$ cat config.mk
export PLATFORM = sky130hd
export DESIGN_NAME = pc_unit_ras_flat
export DESIGN_NICKNAME = d
export VERILOG_FILES = /design/src/rtl/pc_pkg.sv /design/src/rtl/pc_unit_ras_if.sv /design/src/rtl/ras_stack.sv /design/src/rtl/pc_unit_ras.sv /design/src/flat_wrapper.sv
export SDC_FILE = /design/constraint.sdc
export NUM_CORES = 1
export LEC_CHECK = 0
export ABC_AREA = 1
export CORE_UTILIZATION = 59
export DETAILED_ROUTE_END_ITERATION = 8
export PLACE_DENSITY_LB_ADDON = 0.15
export SLEW_MARGIN = 20
export SYNTH_ARGS = -nofsm -noshare
export SYNTH_HDL_FRONTEND = slang
export SYNTH_HIERARCHICAL = 1
export SYNTH_SLANG_ARGS = --single-unit
$ cat constraint.sdc
create_clock -name clk -period 5.44 [get_ports clk]
set_input_delay 0.544 -clock clk [delete_from_list [all_inputs] [get_ports clk]]
set_output_delay 0.544 -clock clk [all_outputs]
set_load 0.1 [all_outputs]
$ cat src/rtl/pc_pkg.sv
// Shared types for the program-counter unit: next-PC source encoding.
package pc_pkg;

  localparam int unsigned PC_SRC_W = 3;

  // Codes 6 and 7 are reserved and behave like ALU.
  typedef enum logic [PC_SRC_W-1:0] {
    INC    = 3'd0,
    BRANCH = 3'd1,
    JUMP   = 3'd2,
    ALU    = 3'd3,
    CALL   = 3'd4,
    RET    = 3'd5
  } pc_src_t;

endpackage

$ cat src/rtl/pc_unit_ras_if.sv
// Control/status bundle between the control FSM and pc_unit_ras.
// Optional PC_PREV_EN adds the pc_prev status signal.
interface pc_unit_ras_if #(
  parameter int unsigned ADDR_W = 32
);

  logic                         pc_write;
  logic                         pc_write_cond;
  logic                         zero;
  logic [pc_pkg::PC_SRC_W-1:0]  pc_source;
  logic [ADDR_W-1:0]            jump_address;
  logic [ADDR_W-1:0]            alu_out_result;
  logic [ADDR_W-1:0]            alu_result;
  logic                         clr_err;
  logic [ADDR_W-1:0]            pc_out;
  logic                         ras_full;
  logic                         ras_empty;
  logic                         ras_overflow;
  logic                         ras_underflow;
`ifdef PC_PREV_EN
  logic [ADDR_W-1:0]            pc_prev;
`endif

  modport master (
    output pc_write, pc_write_cond, zero, pc_source, jump_address, alu_out_result, alu_result,
           clr_err,
    input  pc_out, ras_full, ras_empty, ras_overflow, ras_underflow
`ifdef PC_PREV_EN
    , input pc_prev
`endif
  );

  modport slave (
    input  pc_write, pc_write_cond, zero, pc_source, jump_address, alu_out_result, alu_result,
           clr_err,
    output pc_out, ras_full, ras_empty, ras_overflow, ras_underflow
`ifdef PC_PREV_EN
    , output pc_prev
`endif
  );

endinterface

$ cat src/rtl/ras_stack.sv
// Circular return-address stack; a push when full overwrites the oldest entry.
module ras_stack #(
  parameter int unsigned DEPTH = 4,
  parameter int unsigned W     = 32
) (
  input  logic         clk,
  input  logic         rst_n,
  input  logic         push,
  input  logic         pop,
  input  logic [W-1:0] push_data,
  output logic [W-1:0] top_data,
  output logic         full,
  output logic         empty,
  output logic         ovf_pulse,
  output logic         unf_pulse
);

  localparam int unsigned PtrW = $clog2(DEPTH);
  localparam int unsigned CntW = $clog2(DEPTH + 1);

  logic [PtrW-1:0] top_q, top_d;
  logic [CntW-1:0] cnt_q, cnt_d;
  logic [W-1:0]    mem_q [DEPTH];
  logic [W-1:0]    mem_d [DEPTH];

  assign full      = (cnt_q == CntW'(DEPTH));
  assign empty     = (cnt_q == '0);
  assign top_data  = mem_q[top_q];
  assign ovf_pulse = push & full;
  assign unf_pulse = pop & empty;

  always_comb begin
    top_d = top_q;
    cnt_d = cnt_q;
    mem_d = mem_q;
    if (push) begin
      // Pointer wraps naturally because DEPTH is a power of two.
      top_d        = top_q + PtrW'(1);
      mem_d[top_d] = push_data;
      if (!full) cnt_d = cnt_q + CntW'(1);
    end else if (pop && !empty) begin
      top_d = top_q - PtrW'(1);
      cnt_d = cnt_q - CntW'(1);
    end
  end

  always_ff @(posedge clk or negedge rst_n) begin
    if (!rst_n) begin
      top_q <= '0;
      cnt_q <= '0;
    end else begin
      top_q <= top_d;
      cnt_q <= cnt_d;
    end
  end

  // Entry storage is not reset; validity is tracked by cnt_q alone.
  always_ff @(posedge clk) begin
    mem_q <= mem_d;
  end

endmodule

$ cat src/rtl/pc_unit_ras.sv
// Program-counter unit with next-PC mux, conditional write and CALL/RET return stack.
// Optional PC_PREV_EN adds the pc_prev register (previous PC for exceptions).
module pc_unit_ras
  import pc_pkg::*;
#(
  parameter int unsigned       ADDR_W    = 32,
  parameter logic [ADDR_W-1:0] STEP      = ADDR_W'(1),
  parameter logic [ADDR_W-1:0] RESET_VEC = '0,
  parameter int unsigned       RAS_DEPTH = 4
) (
  input logic          clk,
  input logic          rst_n,
  pc_unit_ras_if.slave bus
);

  logic              en;
  logic              push;
  logic              pop;
  logic [ADDR_W-1:0] pc_q, pc_d;
  logic [ADDR_W-1:0] pc_inc;
  logic [ADDR_W-1:0] top_data;
  logic              ras_full;
  logic              ras_empty;
  logic              ovf_pulse;
  logic              unf_pulse;
  logic              ovf_q, ovf_d;
  logic              unf_q, unf_d;

  ras_stack #(
    .DEPTH (RAS_DEPTH),
    .W     (ADDR_W)
  ) u_ras (
    .clk       (clk),
    .rst_n     (rst_n),
    .push      (push),
    .pop       (pop),
    .push_data (pc_inc),
    .top_data  (top_data),
    .full      (ras_full),
    .empty     (ras_empty),
    .ovf_pulse (ovf_pulse),
    .unf_pulse (unf_pulse)
  );

  always_comb begin
    en     = bus.pc_write | (bus.pc_write_cond & bus.zero);
    pc_inc = pc_q + STEP;
    push   = en && (bus.pc_source == CALL);
    pop    = en && (bus.pc_source == RET);
    pc_d   = pc_q;
    if (en) begin
      case (bus.pc_source)
        INC:     pc_d = pc_inc;
        BRANCH:  pc_d = bus.alu_out_result;
        JUMP:    pc_d = bus.jump_address;
        ALU:     pc_d = bus.alu_result;
        CALL:    pc_d = bus.jump_address;
        // Return on an empty stack falls through to the next sequential address.
        RET:     pc_d = ras_empty ? pc_inc : top_data;
        default: pc_d = bus.alu_result;
      endcase
    end
    // A flag raised on the same edge as a clear stays set.
    ovf_d = (ovf_q & ~bus.clr_err) | ovf_pulse;
    unf_d = (unf_q & ~bus.clr_err) | unf_pulse;
  end

  always_ff @(posedge clk or negedge rst_n) begin
    if (!rst_n) begin
      pc_q  <= RESET_VEC;
      ovf_q <= 1'b0;
      unf_q <= 1'b0;
    end else begin
      pc_q  <= pc_d;
      ovf_q <= ovf_d;
      unf_q <= unf_d;
    end
  end

`ifdef PC_PREV_EN
  logic [ADDR_W-1:0] pc_prev_q, pc_prev_d;

  always_comb begin
    pc_prev_d = en ? pc_q : pc_prev_q;
  end

  always_ff @(posedge clk or negedge rst_n) begin
    if (!rst_n) begin
      pc_prev_q <= RESET_VEC;
    end else begin
      pc_prev_q <= pc_prev_d;
    end
  end

  assign bus.pc_prev = pc_prev_q;
`endif

  assign bus.pc_out        = pc_q;
  assign bus.ras_full      = ras_full;
  assign bus.ras_empty     = ras_empty;
  assign bus.ras_overflow  = ovf_q;
  assign bus.ras_underflow = unf_q;

endmodule

$ cat src/flat_wrapper.sv
// flat-port wrapper written by rule: the top's interface ports become plain ports
module pc_unit_ras_flat import pc_pkg::*;
#(
  parameter int unsigned       ADDR_W    = 32,
  parameter logic [ADDR_W-1:0] STEP      = ADDR_W'(1),
  parameter logic [ADDR_W-1:0] RESET_VEC = '0,
  parameter int unsigned       RAS_DEPTH = 4
)
  (clk, rst_n, bus_pc_write, bus_pc_write_cond, bus_zero, bus_pc_source, bus_jump_address, bus_alu_out_result, bus_alu_result, bus_clr_err, bus_pc_out, bus_ras_full, bus_ras_empty, bus_ras_overflow, bus_ras_underflow);
  pc_unit_ras_if #(.ADDR_W(ADDR_W)) bus_i ();
  input logic clk;
  input logic rst_n;
  input wire logic [$bits(bus_i.pc_write)-1:0] bus_pc_write;
  input wire logic [$bits(bus_i.pc_write_cond)-1:0] bus_pc_write_cond;
  input wire logic [$bits(bus_i.zero)-1:0] bus_zero;
  input wire logic [$bits(bus_i.pc_source)-1:0] bus_pc_source;
  input wire logic [$bits(bus_i.jump_address)-1:0] bus_jump_address;
  input wire logic [$bits(bus_i.alu_out_result)-1:0] bus_alu_out_result;
  input wire logic [$bits(bus_i.alu_result)-1:0] bus_alu_result;
  input wire logic [$bits(bus_i.clr_err)-1:0] bus_clr_err;
  output wire logic [$bits(bus_i.pc_out)-1:0] bus_pc_out;
  output wire logic [$bits(bus_i.ras_full)-1:0] bus_ras_full;
  output wire logic [$bits(bus_i.ras_empty)-1:0] bus_ras_empty;
  output wire logic [$bits(bus_i.ras_overflow)-1:0] bus_ras_overflow;
  output wire logic [$bits(bus_i.ras_underflow)-1:0] bus_ras_underflow;
  assign bus_i.pc_write = bus_pc_write;
  assign bus_i.pc_write_cond = bus_pc_write_cond;
  assign bus_i.zero = bus_zero;
  assign bus_i.pc_source = bus_pc_source;
  assign bus_i.jump_address = bus_jump_address;
  assign bus_i.alu_out_result = bus_alu_out_result;
  assign bus_i.alu_result = bus_alu_result;
  assign bus_i.clr_err = bus_clr_err;
  assign bus_pc_out = bus_i.pc_out;
  assign bus_ras_full = bus_i.ras_full;
  assign bus_ras_empty = bus_i.ras_empty;
  assign bus_ras_overflow = bus_i.ras_overflow;
  assign bus_ras_underflow = bus_i.ras_underflow;
  pc_unit_ras #(.ADDR_W(ADDR_W), .STEP(STEP), .RESET_VEC(RESET_VEC), .RAS_DEPTH(RAS_DEPTH)) u_core (.clk(clk), .rst_n(rst_n), .bus(bus_i));
endmodule
==> flow_summary.toml <==
[final_layout]
diodes = 0
layout.cells.non_filler = 1371
nets = 1281
final_cell_mix = "308 x nand2_1, 139 x clkdlybuf4s50_1, 128 x edfxtp_1, 103 x nand3_1, 87 x nor2_1"
area_delta_synth_final_pct = 22.8
final_common_cell = "nand2_1"
drive_above_1_share_pct = 10.1

[yosys]
syn_nets = 1157
ys.flop_type = "edfxtp_1"
synthArstFlopShare_pct = 23.4
syn_area_um2 = 9190
synth_seq_area_share_pct = 52.5
synth-seq-cells = 167
avgSynthCellArea_um2 = 8.78
synth_top_area_share_pct = 41.8
synth-edff-count = 128
yosys.area.top_type = "edfxtp_1"
synthTopCellsByArea = "edfxtp_1 42%, nand2_1 13%, dfrtp_1 11%, nand3_1 5.6%, o21ai_0 4.4%"
post_synth_num_cell_types = 38
yosysWarnings = 6
synth_cells = 1046

[cts]
clk_pin_slew_worst_paths_ns = 0.06
cts_setup_buffers = 0
cts_buffer_depth = 2
hold_buffers = 0
root_buffer = "clkbuf_16"
cts_tree = "done"
htreeDepth = 4
cts.sinks = 167
clkLatencyLatePin_ns = 0.44
numCtsBuffers = 17
cts_resized = 0

[die]
start_util_pct = 60.4
ios = 141
core_um2 = 15200
fp.dieW_um = 127
die_area_um2 = 16100
core.rowCount = 45
die_h_um = 127

[setup_path]
required_ns = 5.75
critPathMaxStageDelay_ns = 1.17
critPathBufInv = 4
crit_type = "in -> reg"
start_kind = "input port"
path_cells = "clkdlybuf4s50_1 > nand2_1 > inv_1 > nor2_2 > clkinv_1 > o21ai_0 > inv_1 > nand2_1 > nand2_1"
endpoint_kind = "flop"
crit_arrival_ns = 3.44
crit_top_cell = "nand2_1"
cp_slowest_cell = "clkinv_1"
crit_family = "buffers and inverters"
worstPathMaxFanout = 32

[route]
drt-initial-drc-count = 816
wirelength_mm = 24.5
viasPerCell = 5.71
wl_met1_mm = 10.2
drc_errors = 0
route.met3.wl_mm = 2.06
wl_per_cell_um = 17.9
first_pass_iters = 5
wl_met2_mm = 11.8
top_layer = "met4"
ant_nets = 0
dr_total_vias = 7823

[timing]
slew_headroom_pct = 24.0
hold_violations = 0
fmax_mhz = 319
skew_ns = 0.0122
maxSlewViolCount = 0
finalCritPeriodShare_pct = 57.6
worstMarginPinSlew_ns = 1.13
tns_ns = 0
hold_ws_ns = 0.200
setup_viol = 0
rsz0062_at_grt = "false"
finalCriticalPeriod_ns = 3.13

[global_route]
grt_antenna_before_repair = 0
grt_max_degree = 69
grt_pass1_vias = 7669
gr-usage-all-layers_pct = 32.3
overflow = 0
grt_pass1_wl_mm = 39.3

[placed_design]
dp_cells = 1339
dp.final_hpwl_mm = 15.4
port_buffers = 140
gp_congestion = 0.931

[worst_hold_path]
min_path_type = "in -> async"

[power_and_ir_drop]
p_leak_uw = 0.00444
power_density_nw_per_um2 = 413
peakVddDrop_mv = 0.245

[flow_run]
maxCapViolations = 0

[outcome]
outcome = "completed"
-- power breakdown --
part / switching (uW) / internal (uW)
Combinational: 1200 / 504
Sequential: 104 / 1510
Clock: 503 / 827
-- synth_stat cells (2+ instances only) --
cell and number:
nor2_1 87, o21ai_2 6, or2_0 2, nor2_4 22
o22ai_1 11, nand2_1 308, nor2_2 16, inv_2 5
a21oi_1 34, nand3_1 103, clkbuf_1 17, dfrtp_1 39
buf_2 21, o21bai_1 4, nand2_2 2, edfxtp_1 128
buf_12 3, xor2_1 5, and2_1 19, ha_1 5
o21ai_0 80, inv_1 80, o21ai_1 13, o22ai_2 21
buf_6 2
-- layer usage --
metal  up-vias  GRT usage (%)
met5         -              0
met1      3699           41.8
met4         0           11.6
met2       356           54.5
li1       3727              -
met3        41           5.99
-- registers in the layout, summed over array words and instances (netlist names) --
register	cells
u_core/u_ras/top_q	2
u_core/bus.ras_overflow	1
u_core/bus.pc_out	32
u_core/u_ras/cnt_q	3
u_core/bus.ras_underflow	1
u_core/u_ras/mem_q	128
-- kinds of logic after synthesis --
logic type,Yosys count,share of synthesized area (%)
AND/OR/NAND/NOR,563,27.5
XOR/XNOR,7,0.749
flip-flops,167,52.5
buffers and inverters,131,6.55
AO/OA/AOI/OAI,172,11.8
adder cells (fa/ha/maj),6,0.899
-- cell type report --
| cell class | count | area, um^2 |
|---|---|---|
| well taps | 188 | 235 |
| fillers | 1145 | 3920 |
| flip-flops and latches | 167 | 4820 |
| clock inverters | 12 | 203 |
| repair buffers | 150 | 1470 |
| inverters | 86 | 328 |
| clock buffers | 20 | 447 |
| multi-input cells | 748 | 3780 |
-- stage by stage --
| step | util, % | power [uW] | instance area [um^2] | setup slack (ns) |
|---|---|---|---|---|
| final | 74.2 | 4660 | 11300 | 2.31 |
| after global routing | 74.2 | 4850 | 11300 | 2.07 |
| after CTS | 74.2 | 4650 | 11300 | 2.40 |
| after detailed placement | 69.9 | 3330 | 10600 | 2.37 |
| after global placement | 69.9 | 3290 | 10600 | 2.44 |
| after floorplan | - | 2950 | 9190 | 3.05 |
-- worst paths after layout --
kind,cells after the start,to,slack (ns),startpoint
worst max-delay path,9,u_core/bus.pc_out[12]$_DFFE_PN0N_,2.31,bus_pc_write_cond
worst min-delay path,2,u_core/bus.pc_out[3]$_DFFE_PN0N_,0.20,rst_n
worst max register to register,6,u_core/u_ras/mem_q[93]$_DFFE_PP_,2.76,u_core/u_ras/top_q[0]$_DFFE_PN0P_
worst min register to register,2,u_core/bus.ras_underflow$_DFF_PN0_,0.51,u_core/bus.ras_underflow$_DFF_PN0_
max in group asynchronous,2,u_core/u_ras/top_q[0]$_DFFE_PN0P_,4.80,rst_n
min in group clk,2,u_core/bus.ras_underflow$_DFF_PN0_,0.51,u_core/bus.ras_underflow$_DFF_PN0_
Power figures use the tool's default switching activity.
